**config.mk**
```make
export PLATFORM = sky130hd
export DESIGN_NAME = audiodac_sinemon
export DESIGN_NICKNAME = d
export VERILOG_FILES = /design/src/rtl/audiodac_pkg.sv /design/src/rtl/audiodac_sinemon_div.sv /design/src/rtl/audiodac_sinemon.sv
export SDC_FILE = /design/constraint.sdc
export NUM_CORES = 1
export LEC_CHECK = 0
export ABC_AREA = 1
export BUFFER_PORTS_ARGS = -buffer_cell sky130_fd_sc_hd__buf_2
export CELL_PAD_IN_SITES_DETAIL_PLACEMENT = 0
export CELL_PAD_IN_SITES_GLOBAL_PLACEMENT = 1
export CORE_UTILIZATION = 35
export CTS_BUF_LIST = sky130_fd_sc_hd__clkbuf_4 sky130_fd_sc_hd__clkbuf_8
export CTS_CLUSTER_DIAMETER = 80
export DETAILED_ROUTE_END_ITERATION = 10
export MAX_ROUTING_LAYER = met4
export PLACE_DENSITY = 0.75
export SLEW_MARGIN = 20
export SYNTH_ARGS = -nofsm -noshare
export SYNTH_HDL_FRONTEND = slang
export SYNTH_SLANG_ARGS = --single-unit
```
**constraint.sdc**
```tcl
create_clock -name clk_i -period 1.97 [get_ports clk_i]
set_input_delay 0.197 -clock clk_i [delete_from_list [all_inputs] [get_ports clk_i]]
set_output_delay 0.197 -clock clk_i [all_outputs]
set_load 0.03 [all_outputs]
```
**src/rtl/audiodac_pkg.sv**
```systemverilog
// audiodac shared types: sample-monitor crossing states
// and default sample width.
package audiodac_pkg;

  localparam int BW_DEF = 16;

  typedef enum logic [1:0] {
    IDLE = 2'd0,
    POS  = 2'd1,
    NEG  = 2'd2
  } mon_state_e;

endpackage

```
**src/rtl/audiodac_sinemon_div.sv**
```systemverilog
// audiodac_sinemon_div: read-rate divider, one strobe
// every div_i+1 enabled cycles.
module audiodac_sinemon_div #(
  parameter int DIV_W = 8
) (
  input  logic             clk_i,
  input  logic             rst_n_i,
  input  logic             en_i,
  input  logic [DIV_W-1:0] div_i,
  output logic             rd_o
);

  logic [DIV_W-1:0] div_cnt;

  // >= so a lowered setting strobes on the next cycle
  assign rd_o = en_i && (div_cnt >= div_i);

  always_ff @(posedge clk_i or negedge rst_n_i) begin
    if (!rst_n_i) begin
      div_cnt <= '0;
    end else if (!en_i || rd_o) begin
      div_cnt <= '0;
    end else begin
      div_cnt <= div_cnt + DIV_W'(1);
    end
  end

endmodule

```
**src/rtl/audiodac_sinemon.sv**
```systemverilog
// audiodac_sinemon: paced sample consumer tracking peaks and
// the period between rising zero crossings.
module audiodac_sinemon
  import audiodac_pkg::*;
#(
  parameter int BW    = BW_DEF,
  parameter int DIV_W = 8,
  parameter int PER_W = 10
) (
  input  logic                    clk_i,
  input  logic                    rst_n_i,
  input  logic signed [BW-1:0]    data_i,
  output logic                    data_rd_o,
  input  logic                    mon_en_i,
  input  logic [DIV_W-1:0]        mon_div_i,
  input  logic                    mon_clr_i,
  output logic signed [BW-1:0]    peak_pos_o,
  output logic signed [BW-1:0]    peak_neg_o,
  output logic [PER_W-1:0]        period_o,
  output logic                    period_vld_o
);

  localparam logic [PER_W-1:0] PER_MAX = '1;

  mon_state_e state_q, state_d;

  logic                 cap;
  logic                 s_neg;
  logic                 rise;
  logic                 have_ref_q;
  logic signed [BW-1:0] peak_pos_q;
  logic signed [BW-1:0] peak_neg_q;
  logic [PER_W-1:0]     per_cnt_q;
  logic [PER_W-1:0]     per_inc;
  logic [PER_W-1:0]     period_q;
  logic                 period_vld_q;

  audiodac_sinemon_div #(
    .DIV_W (DIV_W)
  ) u_div (
    .clk_i   (clk_i),
    .rst_n_i (rst_n_i),
    .en_i    (mon_en_i),
    .div_i   (mon_div_i),
    .rd_o    (cap)
  );

  assign data_rd_o    = cap;
  assign s_neg        = data_i[BW-1];
  assign per_inc      = (per_cnt_q == PER_MAX) ?
                        PER_MAX : per_cnt_q + PER_W'(1);
  assign peak_pos_o   = peak_pos_q;
  assign peak_neg_o   = peak_neg_q;
  assign period_o     = period_q;
  assign period_vld_o = period_vld_q;

  always_comb begin
    state_d = state_q;
    rise    = 1'b0;
    if (mon_clr_i || !mon_en_i) begin
      state_d = IDLE;
    end else if (cap) begin
      unique case (state_q)
        IDLE: state_d = s_neg ? NEG : POS;
        POS:  if (s_neg) state_d = NEG;
        NEG: begin
          if (!s_neg) begin
            state_d = POS;
            rise    = 1'b1;
          end
        end
        default: state_d = IDLE;
      endcase
    end
  end

  always_ff @(posedge clk_i or negedge rst_n_i) begin
    if (!rst_n_i) begin
      state_q <= IDLE;
    end else begin
      state_q <= state_d;
    end
  end

  always_ff @(posedge clk_i or negedge rst_n_i) begin
    if (!rst_n_i) begin
      peak_pos_q   <= '0;
      peak_neg_q   <= '0;
      per_cnt_q    <= '0;
      have_ref_q   <= 1'b0;
      period_q     <= '0;
      period_vld_q <= 1'b0;
    end else begin
      period_vld_q <= 1'b0;
      if (mon_clr_i) begin
        peak_pos_q <= '0;
        peak_neg_q <= '0;
        per_cnt_q  <= '0;
        have_ref_q <= 1'b0;
      end else if (!mon_en_i) begin
        per_cnt_q  <= '0;
        have_ref_q <= 1'b0;
      end else if (cap) begin
        if (data_i > peak_pos_q) peak_pos_q <= data_i;
        if (data_i < peak_neg_q) peak_neg_q <= data_i;
        if (rise) begin
          // first crossing after idle/clear is the reference only
          per_cnt_q  <= '0;
          have_ref_q <= 1'b1;
          if (have_ref_q) begin
            period_q     <= per_inc;
            period_vld_q <= 1'b1;
          end
        end else begin
          per_cnt_q <= per_inc;
        end
      end
    end
  end

endmodule

```
# == Yosys cells after proc, flatten, opt, wreduce, memory -nomap -nowiden ==
# Index checks and enable logic that the tools add are counted.
# totals
register_bits,64
latch_bits,0
mem_bits_rw,0
romBits,0
in_bits,28
output_inout_bits,44
elab_cells,69
n_memories,0
# op_classes
addsub,2
n_mul,0
div_mod_pow,0
magnitude_cmp,3
n_eq_ne,7
shifts,0
mux,33
bitwise,1
reduce_logical,15
# ops
operator,n
$mux 16,8
$mux 10,5
$gt 16x16->1,1
$lt 16x16->1,1
$mux 1,13
$add 10x1->10 const B,1
$eq 10x10->1 const B,1
$mux 2,5
$reduce_bool 2->1,5
$reduce_and 3->1,3
$add 8x1->8 const B,1
$ge 8x8->1,1
$mux 8,1
$ne 3x1->1 const B,2
$ne 3x3->1 const B,2
$pmux 2 s3,1
$reduce_and 5->1,1
$eq 2x1->1 const B,1
$eq 2x2->1 const B,1
$logic_not 2->1,1
$logic_or 1x1->1,2
$reduce_and 2->1,1
$logic_and 1x1->1,1
$logic_not 1->1,1
$not 1->1,1

# == Depth between registers and ports, before layout ==
# logic_depth
ltp_word,8
ltp_mapped,16
depth_no_buf,15

# == By module ==
# A second synthesis with hierarchy kept.
# hier_totals
cells_unflattened,519
area_unflattened_um2,4221.5
# modules_own_cells
mod,instances,cells_each,area_per_inst_um2,seq_area_each_um2
audiodac_sinemon,1,446,3622.2,1401.3
audiodac_sinemon_div,1,73,599.3,200.2

# == Worst setup path before layout ==
# No wires, ideal clock.
# synth_path
path_type,register to register
from,"register peak_neg_q[9], in the netlist peak_neg_o[9]"
to,"register peak_neg_q[10], in the netlist peak_neg_o[10]"
t_arrival_ns,1.877
required_time_ns,1.851
path_slack_ns,-0.026
path_stages_with_launch,14
n_path_buf,1
cell_sequence,dfrtp_1 -> inv_1 -> ha_1 -> nand2_1 -> inv_1 -> o21ai_0 -> a21oi_1 -> nor2_1 -> nand2_1 -> nand2_2 -> nand3_4 -> buf_4 -> nand3_1 -> nand2_1
# synth_via
elab_chain_cells,3
# synth_lines
element,line_no,text
from (decl),audiodac_sinemon.sv:32,logic signed [BW-1:0] peak_neg_q;
from (signal assigned),audiodac_sinemon.sv:105,if (data_i < peak_neg_q) peak_neg_q <= data_i;
$lt 16x16->1,audiodac_sinemon.sv:105,
$reduce_bool 2->1 (no source line),-,
$reduce_and 3->1 (no source line),-,
# Every way passes these cells.
# A chain may end at the register's enable or synchronous reset.

# == Worst setup path after layout ==
# layout_path
from,register u_div.div_cnt[5]
to,output data_rd_o
# layout_via
elab_chain_cells,2
# layout_lines
element,line_no,text
from (decl),audiodac_sinemon_div.sv:13,logic [DIV_W-1:0] div_cnt;
from (signal assigned),audiodac_sinemon_div.sv:24,div_cnt <= div_cnt + DIV_W'(1);
$ge 8x8->1,audiodac_sinemon_div.sv:16,assign rd_o = en_i && (div_cnt >= div_i);
$logic_and 1x1->1,audiodac_sinemon_div.sv:16,
to (decl),audiodac_sinemon.sv:13,"output logic data_rd_o,"
# Every way passes these cells.

==> impl_metrics.csv <==
group,metric,value,unit
placed_design,dp_hpwl,7.868,mm
floorplan,die_w,110.2,um
pwr,power.internal,0.002103,W
hold_path,min_to,"peak_pos_o[8]",
setup_path,worstSetupPathType,"reg -> out",
clock_network,clockBufferDepth,2,
synth,netlist_area,4094,um2
finish,diodes,0,
global_routing,gr-total-overflow,0,
clock_network,clkTransAtPathRegs,0.07,ns
finish,final-instance-count-excl-fill,770,
global_routing,grt_max_degree,46,
clock_network,cts_tree,"built",
timing,setup_tns,-0.05837,ns
routing,wl_per_cell,14.94,um
timing,period_share,102.4,%
timing,fin_ws,-0.04741,ns
synth,synth_top_area_share,39.12,%
setup_path,reg2regPathDepth,11,
pwr,p_per_area,534.4,nW/um2
synth,postSynthAreaPerCell,7.965,um2
pwr,ir_worst_vdd,0.0003653,V
setup_path,crit_path_start_kind,"register",
floorplan,io_pins,72,
synth,synthDistinctLibCells,35,
pwr,pwr-share-seq,45.5,%
timing,rsz0062_at_grt,"true",
timing,hold_violations,0,
timing,timing.slew.headroom,65.47,%
setup_path,worstPathRequired,1.77,ns
routing,first_pass_iters,4,
placed_design,post-place-cells,734,
synth,syn_nets,583,
finish,syn_to_final_growth,34.17,%
global_routing,grt_usage,19.64,%
placed_design,numPortBuffers,71,
synth,yosys_register_bits,64,
pwr,power.switching,0.0008326,W
clock_network,clock-sinks,64,
run_status,status,"finished with violations",
hold_path,min_path_type,"in -> reg",
synth,synth_edf_count,0,
flow_run,drv_cap,0,
timing,finClkSkew,0.007200,ns
placed_design,place_congestion,0.8238,
routing,routed_wl,11.50,mm
global_routing,grt_pass1_vias,3565,
timing,tightest_slew,0.5161,ns
run_status,violations,"negative setup slack",
timing,clock.fmax,495.7,MHz
setup_path,critPathArrivalTime,1.82,ns
floorplan,start_util,35.85,%
pwr,leakagePower,2.809,nW
finish,drive_above_1_share,33.17,%
clock_network,numCtsBuffers,9,
pwr,power_switching_share,28.36,%
setup_path,worstReg2RegStart,"peak_pos_o[5]",
routing,avgViaCountPerCell,4.991,
routing,via_count,3843,
setup_path,r2r_end,"peak_pos_o[2]",
pwr,pwr-share-clk,40.4,%
setup_path,cp_max_fo,2,
floorplan,die_h,110.2,um
floorplan,coreArea,11420,um2
synth,yosysSeqAreaShare,39.12,%
setup_path,ff2ff_setup_slack,-0.01,ns
floorplan,rows,39,
hold_path,worstHoldStart,"data_i[8]",
routing,remaining_drc_errors,0,
synth,yosysTopAreaCell,"dfrtp_1",
synth,yosys-top-cells-area,"dfrtp_1 (39%), ha_1 (13%), nand2_1 (8.6%)",
hold_path,hold_path_depth,5,
synth,netlist_instances,514,
finish,nFillCells,1133,
global_routing,antenna_found_initial,0,
clock_network,cts_root_buffer,"clkbuf_8",
timing,period_needed,2.017,ns
clock_network,worstSkewPairLatency,0.36,ns
clock_network,htreeDepth,3,
global_routing,grt_first_pass_wirelength,17.45,mm
finish,nets,691,
synth,synth_ff_type,"dfrtp_1",
routing,drtIter0Drc,210,
timing,slew_viol_final,0,
placed_design,dp_slack,-0.04387,ns
synth,synthArstFlopShare,100.0,%
timing,timing.final.setup_violations,5,
floorplan,die_area,12130,um2
synth,yosysWarnings,0,
setup_path,cp-end-kind,"output pin",
routing,ant_nets,0,
pwr,comb_power_share,14.1,%
-- cells by family (layout without fill, tap and decap cells) --
| logic type | after synthesis | in the layout | synth area share (%) |
|---|---|---|---|
| AOI/OAI and AO/OA | 59 | 59 | 7.640 |
| xor gates and xnor gates | 5 | 5 | 1.070 |
| adders and majority gates | 41 | 41 | 12.53 |
| buffers and inverters | 104 | 215 | 10.24 |
| DFF | 64 | 64 | 39.12 |
| and+or+nand+nor | 241 | 243 | 29.40 |
-- flip-flops by register name, summed over array words and instances, names as in the netlist --
signal,cells
have_ref_q,1
peak_neg_o,16
peak_pos_o,16
per_cnt_q,10
period_o,10
period_vld_o,1
state_q,2
u_div.div_cnt,8
-- cell type report --
| cell class | instances | area, um2 | share of cell area, % |
|---|---|---|---|
| Multi-Input combinational cell | 348 | 2406 | 43.80 |
| Sequential cell | 64 | 1605 | 29.23 |
| Timing Repair Buffer | 110 | 762.0 | 13.87 |
| Inverter | 89 | 339.1 | 6.173 |
| Tap cell | 143 | 178.9 | 3.257 |
| Clock buffer | 11 | 145.1 | 2.642 |
| Clock inverter | 5 | 56.30 | 1.025 |
-- cell usage after synthesis, types with 2 or more instances --
library cell  count
nand2_1          94
inv_1            86
dfrtp_1          64
nand3_1          49
nor2_1           42
ha_1             41
o21ai_0          26
a21oi_1          23
nand4_1          23
nand3_2          12
buf_2             9
nor3_1            6
xor2_1            5
o22ai_1           4
clkbuf_1          3
buf_4             2
inv_2             2
nand2_2           2
nand2_4           2
nor4_2            2
o21a_1            2
o21bai_1          2
-- through the flow --
| stage | power [W] | utilization [%] | hold WS [ns] | area (um2) |
|---|---|---|---|---|
| after floorplan | 0.001551 | - | -0.09859 | 4098 |
| after global placement | 0.001699 | 41.44 | 0.1943 | 4732 |
| after detailed placement | 0.001705 | 41.44 | 0.1974 | 4732 |
| after CTS | 0.002894 | 44.27 | 0.1941 | 5055 |
| after global routing | 0.003080 | 48.10 | 0.2061 | 5493 |
| final | 0.002935 | 48.10 | 0.1802 | 5493 |
-- power groups by stage --
stage               Sequential [W]  Combinational [W]  Clock (W)
CTS                        0.00134           0.000357    0.00120
floorplan                  0.00136           0.000188          0
detailed placement         0.00136           0.000345          0
global placement           0.00136           0.000338          0
finish                     0.00134           0.000413    0.00119
global route               0.00134           0.000462    0.00128
-- worst max-delay path: stages, from the launching register on --
cell	delay [ns]
dfrtp_1	0.43
ha_4	0.24
a21oi_2	0.10
nor2_1	0.05
nor3_2	0.20
nand3_2	0.15
nand2_4	0.12
inv_6	0.04
buf_6	0.13
-- how the worst max path moves through the flow --
stage | start | slack [ns] | to | cells past startpoint
floorplan | peak_pos_o[11] | 0.008 | peak_pos_o[6] | 13
global placement | peak_pos_o[7] | -0.003 | peak_pos_o[5] | 10
detailed placement | peak_pos_o[7] | -0.04 | peak_pos_o[2] | 10
CTS | u_div.div_cnt[5] | -0.07 | data_rd_o | 8
global route | u_div.div_cnt[5] | -0.15 | data_rd_o | 8
finish | u_div.div_cnt[5] | -0.05 | data_rd_o | 8
-- cell usage in the layout (no fill, tap or decap), drive strengths merged, types with 2 or more instances in the layout --
| master | synthesis | routed |
|---|---|---|
| nand3 | 62 | 63 |
| buf | 12 | 108 |
| nand4 | 24 | 24 |
| xor2 | 5 | 5 |
| clkinv | 0 | 3 |
| inv | 89 | 89 |
| nor2 | 44 | 44 |
| nor3 | 8 | 8 |
| a21oi | 23 | 23 |
| o22ai | 4 | 4 |
| dfrtp | 64 | 64 |
| nor4 | 2 | 2 |
| nand2 | 98 | 99 |
| clkbuf | 3 | 12 |
| o21a | 2 | 2 |
| o21ai | 27 | 27 |
| ha | 41 | 41 |
| o21bai | 2 | 2 |
-- repair_timing --
| item | 4_1_cts | 5_1_grt |
|---|---|---|
| hold endpoints to repair | 19 | 0 |
| pin swaps | 6 | 40 |
| hold buffers | 1 | 0 |
| setup endpoints to repair | 17 | 54 |
| resized for setup | 13 | 65 |
| setup buffers | 6 | 9 |
| cloned | 0 | 4 |
-- layer usage --
layer / track usage (%) / vias up / wire [um]
met4: 5.451 / 0 / 155
met2: 30.49 / 93 / 5465
met1: 26.40 / 1832 / 5307
met3: 3.469 / 15 / 572
met5: - / - / 0
li1: - / 1903 / -
(Power assumes the default switching activity.)
